$ cat src/rtl/bwn_stage_scheduler_pkg.sv
// Shared definitions for the BWN stage scheduler: engine widths, the STATE code
// that enables engine ROM addressing, FSM encodings and small decode helpers.
package bwn_stage_scheduler_pkg;

    localparam int BL  = 154;
    localparam int SW  = 6;
    localparam int STW = 5;

    localparam logic [STW-1:0] LSTATE = 5'd3;

    typedef enum logic [3:0] {
        ST_IDLE  = 4'd0,
        ST_LOAD  = 4'd1,
        ST_GATE  = 4'd2,
        ST_START = 4'd3,
        ST_RUN   = 4'd4,
        ST_CAPT  = 4'd5,
        ST_DRAIN = 4'd6,
        ST_DONE  = 4'd7,
        ST_ERR   = 4'd8
    } sched_state_e;

    // A stage is "active" (ROM address held, engine STATE asserted) from LOAD through CAPT.
    function automatic logic stage_active(input sched_state_e s);
        logic act;
        case (s)
            ST_LOAD, ST_GATE, ST_START, ST_RUN, ST_CAPT: act = 1'b1;
            default:                                     act = 1'b0;
        endcase
        return act;
    endfunction

    function automatic logic layer_busy(input sched_state_e s);
        return stage_active(s) || (s == ST_DRAIN);
    endfunction

    // Start credit: queue occupancy after this cycle's pop must leave room for one more result.
    function automatic logic start_credit_ok(input logic [1:0] count, input logic pop);
        logic [1:0] eff;
        eff = count - {1'b0, pop};
        return (eff <= 2'd1);
    endfunction

endpackage

$ cat src/rtl/bwn_stage_scheduler_if.sv
// Engine-side and downstream-side signals of the stage scheduler.
// master = scheduler, slave = engine plus result packer.
interface bwn_stage_scheduler_if;
    import bwn_stage_scheduler_pkg::*;

    logic            start_s;
    logic [STW-1:0]  stage_state_s;
    logic [SW-1:0]   cnt_stage_s;
    logic            eng_end_s;
    logic [BL-1:0]   eng_data_s;
    logic            valid_s;
    logic            ready_s;
    logic [BL-1:0]   data_s;
    logic [SW-1:0]   tag_s;

    modport master (
        output start_s, stage_state_s, cnt_stage_s, valid_s, data_s, tag_s,
        input  eng_end_s, eng_data_s, ready_s
    );

    modport slave (
        input  start_s, stage_state_s, cnt_stage_s, valid_s, data_s, tag_s,
        output eng_end_s, eng_data_s, ready_s
    );

endinterface

$ cat src/rtl/bwn_stage_scheduler_result_fifo.sv
// Two-entry first-word-fall-through result queue with a sync clear and an
// occupancy output; a push is accepted while full when the head pops in the same cycle.
module bwn_result_fifo #(
    parameter int W = 8
) (
    input  logic          iCLK,
    input  logic          iRST,
    input  logic          clr,
    input  logic          push,
    input  logic [W-1:0]  wdata,
    input  logic          pop,
    output logic          valid,
    output logic [W-1:0]  rdata,
    output logic [1:0]    count
);

    logic [W-1:0] mem_r [2];
    logic         wr_ptr_r;
    logic         rd_ptr_r;
    logic [1:0]   count_r;
    logic         pop_ok_s;
    logic         push_ok_s;

    // Qualify handshakes against the current occupancy.
    always_comb begin
        pop_ok_s  = pop && (count_r != 2'd0);
        push_ok_s = push && ((count_r != 2'd2) || pop_ok_s);
    end

    // Pointer and occupancy bookkeeping.
    always_ff @(posedge iCLK) begin
        if (iRST || clr) begin
            wr_ptr_r <= 1'b0;
            rd_ptr_r <= 1'b0;
            count_r  <= 2'd0;
        end else begin
            if (push_ok_s) wr_ptr_r <= ~wr_ptr_r;
            if (pop_ok_s)  rd_ptr_r <= ~rd_ptr_r;
            case ({push_ok_s, pop_ok_s})
                2'b10:   count_r <= count_r + 2'd1;
                2'b01:   count_r <= count_r - 2'd1;
                default: count_r <= count_r;
            endcase
        end
    end

    // Entry storage.
    always_ff @(posedge iCLK) begin
        if (iRST) begin
            mem_r[0] <= {W{1'b0}};
            mem_r[1] <= {W{1'b0}};
        end else if (push_ok_s) begin
            mem_r[wr_ptr_r] <= wdata;
        end
    end

    assign valid = (count_r != 2'd0);
    assign rdata = mem_r[rd_ptr_r];
    assign count = count_r;

endmodule

$ cat src/rtl/bwn_stage_scheduler.sv
// Walks the BWN engine through every output stage of a layer: address ROM, wait latency,
// start engine, capture tagged result into a credit-guarded 2-entry queue, then drain.
module bwn_stage_scheduler
    import bwn_stage_scheduler_pkg::*;
#(
    parameter int NSTG    = 64,
    parameter int ROM_LAT = 2,
    parameter int TMO     = 1023,
    parameter int TW      = 10
) (
    input  logic                   iCLK,
    input  logic                   iRST,
    input  logic                   iGO,
    output logic                   oBUSY,
    output logic                   oDONE,
    output logic                   oERR,
    bwn_stage_scheduler_if.master  bus
);

    localparam int LW = (ROM_LAT < 2) ? 1 : $clog2(ROM_LAT + 1);

    localparam logic [LW-1:0] LAT_LAST   = LW'(ROM_LAT - 1);
    localparam logic [LW-1:0] LAT_ONE    = {{(LW-1){1'b0}}, 1'b1};
    localparam logic [SW-1:0] STAGE_LAST = SW'(NSTG - 1);
    localparam logic [SW-1:0] STAGE_ONE  = {{(SW-1){1'b0}}, 1'b1};
    localparam logic [TW-1:0] WD_LIMIT   = TW'(TMO);
    localparam logic [TW-1:0] WD_ONE     = {{(TW-1){1'b0}}, 1'b1};

    sched_state_e     state_r;
    sched_state_e     next_state_s;
    logic [SW-1:0]    stage_r;
    logic [LW-1:0]    lat_cnt_r;
    logic [TW-1:0]    wdog_r;
    logic             busy_r;
    logic             done_r;
    logic             err_r;
    logic             start_r;
    logic [STW-1:0]   stage_state_r;

    logic             go_accept_s;
    logic             fifo_push_s;
    logic             fifo_pop_s;
    logic             fifo_clr_s;
    logic             fifo_valid_s;
    logic [1:0]       fifo_count_s;
    logic [BL+SW-1:0] fifo_dout_s;

    // Handshake qualifiers; the result is pushed on iEND so it is visible the cycle after.
    always_comb begin
        go_accept_s = (state_r == ST_IDLE) && iGO;
        fifo_pop_s  = fifo_valid_s && bus.ready_s;
        fifo_push_s = (state_r == ST_RUN) && bus.eng_end_s;
        fifo_clr_s  = (next_state_s == ST_ERR);
    end

    // Next-state decode.
    always_comb begin
        next_state_s = state_r;
        case (state_r)
            ST_IDLE: begin
                if (iGO) next_state_s = ST_LOAD;
                else     next_state_s = ST_IDLE;
            end
            ST_LOAD: begin
                if (lat_cnt_r == LAT_LAST) next_state_s = ST_GATE;
                else                       next_state_s = ST_LOAD;
            end
            ST_GATE: begin
                if (start_credit_ok(fifo_count_s, fifo_pop_s)) next_state_s = ST_START;
                else                                           next_state_s = ST_GATE;
            end
            ST_START: next_state_s = ST_RUN;
            ST_RUN: begin
                if (bus.eng_end_s)          next_state_s = ST_CAPT;
                else if (wdog_r == WD_LIMIT) next_state_s = ST_ERR;
                else                         next_state_s = ST_RUN;
            end
            ST_CAPT: begin
                if (stage_r == STAGE_LAST) next_state_s = ST_DRAIN;
                else                       next_state_s = ST_LOAD;
            end
            ST_DRAIN: begin
                if (fifo_count_s == 2'd0) next_state_s = ST_DONE;
                else                      next_state_s = ST_DRAIN;
            end
            ST_DONE: next_state_s = ST_IDLE;
            ST_ERR:  next_state_s = ST_IDLE;
            default: next_state_s = ST_IDLE;
        endcase
    end

    // State register.
    always_ff @(posedge iCLK) begin
        if (iRST) state_r <= ST_IDLE;
        else      state_r <= next_state_s;
    end

    // Stage index, ROM latency counter and RUN watchdog.
    always_ff @(posedge iCLK) begin
        if (iRST) begin
            stage_r   <= {SW{1'b0}};
            lat_cnt_r <= {LW{1'b0}};
            wdog_r    <= {TW{1'b0}};
        end else begin
            if (go_accept_s)
                stage_r <= {SW{1'b0}};
            else if ((state_r == ST_CAPT) && (next_state_s == ST_LOAD))
                stage_r <= stage_r + STAGE_ONE;
            else if ((state_r == ST_DONE) || (state_r == ST_ERR))
                stage_r <= {SW{1'b0}};

            lat_cnt_r <= (state_r == ST_LOAD) ? (lat_cnt_r + LAT_ONE) : {LW{1'b0}};

            if (next_state_s == ST_START)
                wdog_r <= {TW{1'b0}};
            else if ((state_r == ST_RUN) && (wdog_r != {TW{1'b1}}))
                wdog_r <= wdog_r + WD_ONE;
        end
    end

    // Outputs are decoded from the state being entered so they line up with it.
    always_ff @(posedge iCLK) begin
        if (iRST) begin
            busy_r        <= 1'b0;
            done_r        <= 1'b0;
            err_r         <= 1'b0;
            start_r       <= 1'b0;
            stage_state_r <= {STW{1'b0}};
        end else begin
            busy_r        <= layer_busy(next_state_s);
            done_r        <= (next_state_s == ST_DONE);
            start_r       <= (next_state_s == ST_START);
            stage_state_r <= stage_active(next_state_s) ? LSTATE : {STW{1'b0}};
            if (next_state_s == ST_ERR) err_r <= 1'b1;
            else if (go_accept_s)       err_r <= 1'b0;
        end
    end

    bwn_result_fifo #(
        .W (BL + SW)
    ) u_fifo (
        .iCLK  (iCLK),
        .iRST  (iRST),
        .clr   (fifo_clr_s),
        .push  (fifo_push_s),
        .wdata ({stage_r, bus.eng_data_s}),
        .pop   (fifo_pop_s),
        .valid (fifo_valid_s),
        .rdata (fifo_dout_s),
        .count (fifo_count_s)
    );

    assign oBUSY             = busy_r;
    assign oDONE             = done_r;
    assign oERR              = err_r;
    assign bus.start_s       = start_r;
    assign bus.stage_state_s = stage_state_r;
    assign bus.cnt_stage_s   = stage_r;
    assign bus.valid_s       = fifo_valid_s;
    assign bus.data_s        = fifo_dout_s[BL-1:0];
    assign bus.tag_s         = fifo_dout_s[BL+SW-1:BL];

endmodule
$ cat src/flat_wrapper.sv
// flat-port wrapper written by rule: the top's interface ports become plain ports
module bwn_stage_scheduler_flat import bwn_stage_scheduler_pkg::*;
#(
    parameter int NSTG    = 64,
    parameter int ROM_LAT = 2,
    parameter int TMO     = 1023,
    parameter int TW      = 10
)
  (iCLK, iRST, iGO, oBUSY, oDONE, oERR, bus_start_s, bus_stage_state_s, bus_cnt_stage_s, bus_valid_s, bus_data_s, bus_tag_s, bus_eng_end_s, bus_eng_data_s, bus_ready_s);
  bwn_stage_scheduler_if bus_i ();
  input  logic iCLK;
  input  logic iRST;
  input  logic iGO;
  output logic oBUSY;
  output logic oDONE;
  output logic oERR;
  output wire logic [$bits(bus_i.start_s)-1:0] bus_start_s;
  output wire logic [$bits(bus_i.stage_state_s)-1:0] bus_stage_state_s;
  output wire logic [$bits(bus_i.cnt_stage_s)-1:0] bus_cnt_stage_s;
  output wire logic [$bits(bus_i.valid_s)-1:0] bus_valid_s;
  output wire logic [$bits(bus_i.data_s)-1:0] bus_data_s;
  output wire logic [$bits(bus_i.tag_s)-1:0] bus_tag_s;
  input wire logic [$bits(bus_i.eng_end_s)-1:0] bus_eng_end_s;
  input wire logic [$bits(bus_i.eng_data_s)-1:0] bus_eng_data_s;
  input wire logic [$bits(bus_i.ready_s)-1:0] bus_ready_s;
  assign bus_start_s = bus_i.start_s;
  assign bus_stage_state_s = bus_i.stage_state_s;
  assign bus_cnt_stage_s = bus_i.cnt_stage_s;
  assign bus_valid_s = bus_i.valid_s;
  assign bus_data_s = bus_i.data_s;
  assign bus_tag_s = bus_i.tag_s;
  assign bus_i.eng_end_s = bus_eng_end_s;
  assign bus_i.eng_data_s = bus_eng_data_s;
  assign bus_i.ready_s = bus_ready_s;
  bwn_stage_scheduler #(.NSTG(NSTG), .ROM_LAT(ROM_LAT), .TMO(TMO), .TW(TW)) u_core (.iCLK(iCLK), .iRST(iRST), .iGO(iGO), .oBUSY(oBUSY), .oDONE(oDONE), .oERR(oERR), .bus(bus_i));
endmodule
$ cat config.mk
export PLATFORM = sky130hd
export DESIGN_NAME = bwn_stage_scheduler_flat
export DESIGN_NICKNAME = d
export VERILOG_FILES = /design/src/rtl/bwn_stage_scheduler_pkg.sv /design/src/rtl/bwn_stage_scheduler_if.sv /design/src/rtl/bwn_stage_scheduler_result_fifo.sv /design/src/rtl/bwn_stage_scheduler.sv /design/src/flat_wrapper.sv
export SDC_FILE = /design/constraint.sdc
export NUM_CORES = 1
export LEC_CHECK = 0
export CAP_MARGIN = 5
export CORE_AREA = 8 8 206 208
export DETAILED_ROUTE_END_ITERATION = 8
export DIE_AREA = 0 0 214 216
export PLACE_DENSITY = 0.67
export SLEW_MARGIN = 20
export SYNTH_ARGS = -nofsm -noshare
export SYNTH_HDL_FRONTEND = slang
export SYNTH_SLANG_ARGS = --single-unit
$ cat constraint.sdc
create_clock -name iCLK -period 14.75 [get_ports iCLK]
set_clock_uncertainty 0.1 [all_clocks]
set_input_delay 1.475 -clock iCLK [delete_from_list [all_inputs] [get_ports iCLK]]
set_output_delay 1.475 -clock iCLK [all_outputs]
set_load 0.01 [all_outputs]
==> results.cfg, run 1 <==
[timing]
drv_slew = 0
fmax_ghz = 0.225
setup_tns_ns = 0
worst_slew_pin_slew_ns = 1.12
relSlewSlack_pct = 25.5
grt_setup_unrepaired = no
period_minus_slack_ns = 4.45
finalHoldWorstSlack_ns = 0.335
hold_viol = 0
setup_violations = 0
post-route-period-util_pct = 30.2

[flow_run]
maxCapViolCount = 0

[worst_setup_path]
critPathMaxStageDelay_ns = 0.85
arrival_ns = 2.88
start_kind = flip-flop
cp_top_family = buffers and inverters
path_max_fanout = 75
required_ns = 13.18
path_buf_inv = 2
critical_path.cell_chain = buf_4 -> mux2_2 -> clkdlybuf4s50_1
worstSetupPathType = reg2out
crit_cells = 3
reg2reg_depth = 5
end_kind = primary output
cpMaxStageDelayCell = buf_4
reg2reg_slack_ns = 11.28

[route]
met1Wirelength_mm = 16.0
wl_met2_mm = 18.7
drtIter0Drc = 544
dr.pass1.iters = 5
wl_met3_mm = 1.88
detail_route.vias_per_cell = 4.81
routed_wl_mm = 37.2
drcViolationCount = 0
ant_nets = 0
top_layer = met4
dr_total_vias = 9276
avgRoutedWirePerCell_um = 19.3

[logic_synthesis]
synthFlopType = edfxtp_1
ys_seq_elements = 352
synth_area_um2 = 15400
ys_seq_area_share_pct = 66.6
ys_types = 51
avgSynthCellArea_um2 = 14.6
synth_edf_count = 320
async_reset_ff_share_pct = 0
synth_cells = 1052
yosys_warnings = 0

[die]
core_um2 = 39200
dieArea_um2 = 46200
rows = 73
fp.dieH_um = 216
io_pins = 335
start_util_pct = 39.3
die_w_um = 214

[min_path]
holdPathStages = 1
hold_class = reg2reg

[placement]
gp_congestion = 0.765
port_buffers = 331
hpwlAfterDp_mm = 23.7

[global_routing]
grtUsageTotal_pct = 15.5
grt_first_pass_wirelength_mm = 56.6
grt_pass1_vias = 9363
antenna_found_initial = 0
grt_max_degree = 82
gr-total-overflow = 0

[power]
ir_drop_mv = 0.0609
power.density_nw_per_um2 = 108
p_leak_nw = 7.38

[clock_network]
cts_tree = yes
h-tree-depth = 2
clkSinkCount = 352
post_cts_buffers = 0
cts_root_buffer = clkbuf_16
clock_path_buffers = 3
clk_latency_ns = 0.54
ctsResizeCount = 0
path_clk_slew_ns = 0.06
postCtsHoldBufs = 0
numCtsBuffers = 40

[layout]
drive_gt1_share_pct = 16.8
final_common_cell = clkdlybuf4s50_1
fillerInstances = 3261
layout.nets = 1535
diodes = 0
layout_common_cells = clkdlybuf4s50_1 (331), and2_1 (323), edfxtp_1 (320)
syn_to_final_growth_pct = 32.0

[outcome]
status = finished, final reports clean
[layout make-up]
cell class              count  area [µm²]  area share [%]
flip-flops and latches    352       10300            50.5
multi-input cells         627        4780            23.5
repair buffers            342        3400            16.7
clock buffers              52        1070            5.26
well taps                 525         657            3.23
clock inverters            20         124           0.610
inverters                   9        33.8           0.166
[registers in the layout, indices dropped and copies added (netlist names), 2 cells and up, named ones only]
register and flops:
u_core.lat_cnt_r 2, u_core.u_fifo.mem_r 320, u_core.state_r 4, u_core.u_fifo.count 2, u_core.wdog_r 10, u_core.bus.cnt_stage_s 6
[through the flow]
| step | instance area [µm²] | total power [mW] | utilization (%) | setup slack, ns | cells |
|---|---|---|---|---|---|
| after floorplan | 15400 | 1.21 | - | 0.848 | 1054 |
| after global placement | 19100 | 1.30 | 48.8 | 10.11 | 1855 |
| after detailed placement | 19100 | 1.30 | 48.8 | 10.09 | 1855 |
| after CTS | 20300 | 2.22 | 51.8 | 10.23 | 1927 |
| after global routing | 20300 | 2.26 | 51.8 | 10.17 | 1927 |
| final | 20300 | 2.19 | 51.8 | 10.30 | 1927 |
[synth_stat cells, drive strengths merged (4+ instances only)]
cell type / instances / area [µm²]
a21oi: 17 / 85.1
a31o: 4 / 35.0
and2: 323 / 2020
buf: 30 / 221
clkbuf: 36 / 135
dfxtp: 32 / 641
edfxtp: 320 / 9610
ha: 4 / 50.1
inv: 9 / 33.8
mux2: 160 / 1800
nand2: 11 / 41.3
nand2b: 4 / 25.0
nand3: 9 / 45.0
nand4: 4 / 25.0
nor2: 16 / 60.1
nor3: 7 / 57.6
nor4: 4 / 25.0
o21ai: 11 / 55.1
or3: 5 / 31.3
xnor2: 5 / 43.8
[layer usage]
layer | GRT usage, % | up-vias
met5 | 0 | -
met4 | 3.64 | 0
met3 | 3.94 | 35
met2 | 26.1 | 246
met1 | 19.8 | 4589
li1 | - | 4406
[cells by family after synthesis]
logic type               Yosys count  share of synthesized area (%)
other                              1                         0.0244
flip-flops                       352                           66.6
AND/OR/NAND/NOR                  404                           16.3
multiplexers                     162                           11.8
buffers and inverters             75                           2.54
adder cells (fa/ha/maj)            4                          0.325
XOR/XNOR                           5                          0.285
AO/OA/AOI/OAI                     49                           2.11
[power by group]
group          switching [mW]  internal, mW  total (mW)
logic                  0.0635        0.0851       0.149
clock network           0.385         0.528       0.913
registers             0.00895          1.12        1.13
[path summary, 6_finish.rpt]
check                           start                          to
setup / recovery            flip-flop             bus_data_s[133]
hold / removal    u_core.lat_cnt_r[0]         u_core.lat_cnt_r[0]
setup reg to reg    u_core.state_r[2]  u_core.u_fifo.mem_r[0][14]
hold reg to reg   u_core.lat_cnt_r[0]         u_core.lat_cnt_r[0]
[worst register-to-register path, cell delays in order, from the launching register on]
cell      delay (ns)
dfxtp_1         0.53
nor4b_2         0.39
o311ai_2        0.34
o21ai_4         0.53
buf_4           0.42
buf_4           0.70
Power figures use the tool's default switching activity.
==> run 2, diff against run 1 <==
==> constraint.sdc (replaced) <==
create_clock -name iCLK -period 3.6 [get_ports iCLK]
set_clock_uncertainty 0.1 [all_clocks]
set_input_delay 0.36 -clock iCLK [delete_from_list [all_inputs] [get_ports iCLK]]
set_output_delay 0.36 -clock iCLK [all_outputs]
set_load 0.01 [all_outputs]
==> run 2 against run 1 <==
Effect of this change: power grew to 4.2 times the previous value; hold slack worse by 0.010 ns; wire length decreased by 0.72%; sequential cell count did not move; largest cell class unchanged; via count is 0.43% higher; register-to-register slack got worse by 10 ns.
==> results.cfg, run 2 (synthesized netlist as in run 1, its figures left out) <==
[outcome]
status = finished, final reports clean

[worst_setup_path]
end_kind = primary output
critical_path.cell_chain = buf_4 -> mux2_2 -> clkdlybuf4s50_1
cpMaxStageDelayCell = dfxtp_4
required_ns = 3.14
path_buf_inv = 2
critPathMaxStageDelay_ns = 0.78
reg2reg_depth = 4
path_max_fanout = 40
worstSetupPathType = reg2out
arrival_ns = 2.61
crit_cells = 3
cp_top_family = buffers and inverters
rr_startpoint = u_core.state_r[2]
start_kind = flip-flop

[route]
avgRoutedWirePerCell_um = 19.0
drcViolationCount = 0
ant_nets = 0
detail_route.vias_per_cell = 4.80
met1Wirelength_mm = 15.2
top_layer = met5
dr.pass1.iters = 5
drtIter0Drc = 482
dr_total_vias = 9316
wl_met3_mm = 3.09
wl_met2_mm = 17.8
routed_wl_mm = 36.9

[timing]
grt_setup_unrepaired = no
post-route-period-util_pct = 85.3
hold_viol = 0
relSlewSlack_pct = 53.7
finalHoldWorstSlack_ns = 0.325
worst_slew_pin_slew_ns = 0.678
setup_violations = 0
drv_slew = 0
setup_ws_ns = 0.528
period_minus_slack_ns = 3.07
fmax_ghz = 0.326

[die]
dieArea_um2 = 46200
fp.dieH_um = 216
rows = 73
core_um2 = 39200
io_pins = 335
die_w_um = 214
start_util_pct = 39.3

[placement]
pre_cts_slack_ns = 0.805
port_buffers = 331
dp_cells = 1866
placed_area_um2 = 19400
gp_congestion = 0.771
hpwlAfterDp_mm = 24.3

[layout]
syn_to_final_growth_pct = 34.3
final_common_cell = clkdlybuf4s50_1
largest_register_ffs = 320
stdcell_area_um2 = 20700
regArea_um2 = 10300
multi_input_area_um2 = 4790
layout_common_cells = clkdlybuf4s50_1 (331), and2_1 (323), edfxtp_1 (320)
regMostFlops = u_core.u_fifo.mem_r
drive_gt1_share_pct = 17.6
fillerInstances = 3264
layout.nets = 1546
stdcell_count = 1939

[min_path]
min_from = u_core.lat_cnt_r[0]
holdPathStages = 1
hold_class = reg2reg

[clock_network]
h-tree-depth = 2
clk_latency_ns = 0.54
cts_root_buffer = clkbuf_16
ctsResizeCount = 0
cts_tree = yes
post_cts_buffers = 0
path_clk_slew_ns = 0.06
clkSinkCount = 352
clock_path_buffers = 3
postCtsHoldBufs = 0
numCtsBuffers = 40

[global_routing]
antenna_found_initial = 5
grt_pass1_vias = 9660
gr-total-overflow = 0
grt_first_pass_wirelength_mm = 56.9
grt_max_degree = 87
grtUsageTotal_pct = 15.6

[power]
power.density_nw_per_um2 = 444
ir_drop_mv = 0.377
p_leak_nw = 7.52
total_power_mw = 9.16

[flow_run]
maxCapViolCount = 0
run 2: metal layers:
metal  vias up  track usage, %
met3        57            5.80
met4         8            4.26
met1      4526            19.4
li1       4434               -
met2       291            25.4
met5         -               0
run 2: through the flow:
step	TNS (ns)	util, %
after CTS	0	52.7
after floorplan	-179.53	-
after global routing	0	52.7
after detailed placement	0	49.5
after global placement	0	49.5
final	0	52.7
run 2: worst paths after layout:
check,end,slack [ns]
setup reg to reg,u_core.u_fifo.mem_r[1][127],0.99
hold reg to reg,u_core.lat_cnt_r[0],0.32
setup / recovery,bus_data_s[146],0.53
hold / removal,u_core.lat_cnt_r[0],0.32
run 2: final cells by class:
class | instances | area share (%)
Clock inverter | 26 | 1.06
Sequential cell | 352 | 49.6
Tap cell | 525 | 3.18
Inverter | 9 | 0.164
Clock buffer | 46 | 5.06
Multi-Input combinational cell | 627 | 23.2
Antenna cell | 1 | 0.0121
Timing Repair Buffer | 353 | 17.7
run 2: power breakdown:
part / internal (mW) / total [mW] / switching, mW
Sequential: 4.58 / 4.62 / 0.0385
Combinational: 0.368 / 0.634 / 0.266
Clock: 2.36 / 3.91 / 1.55
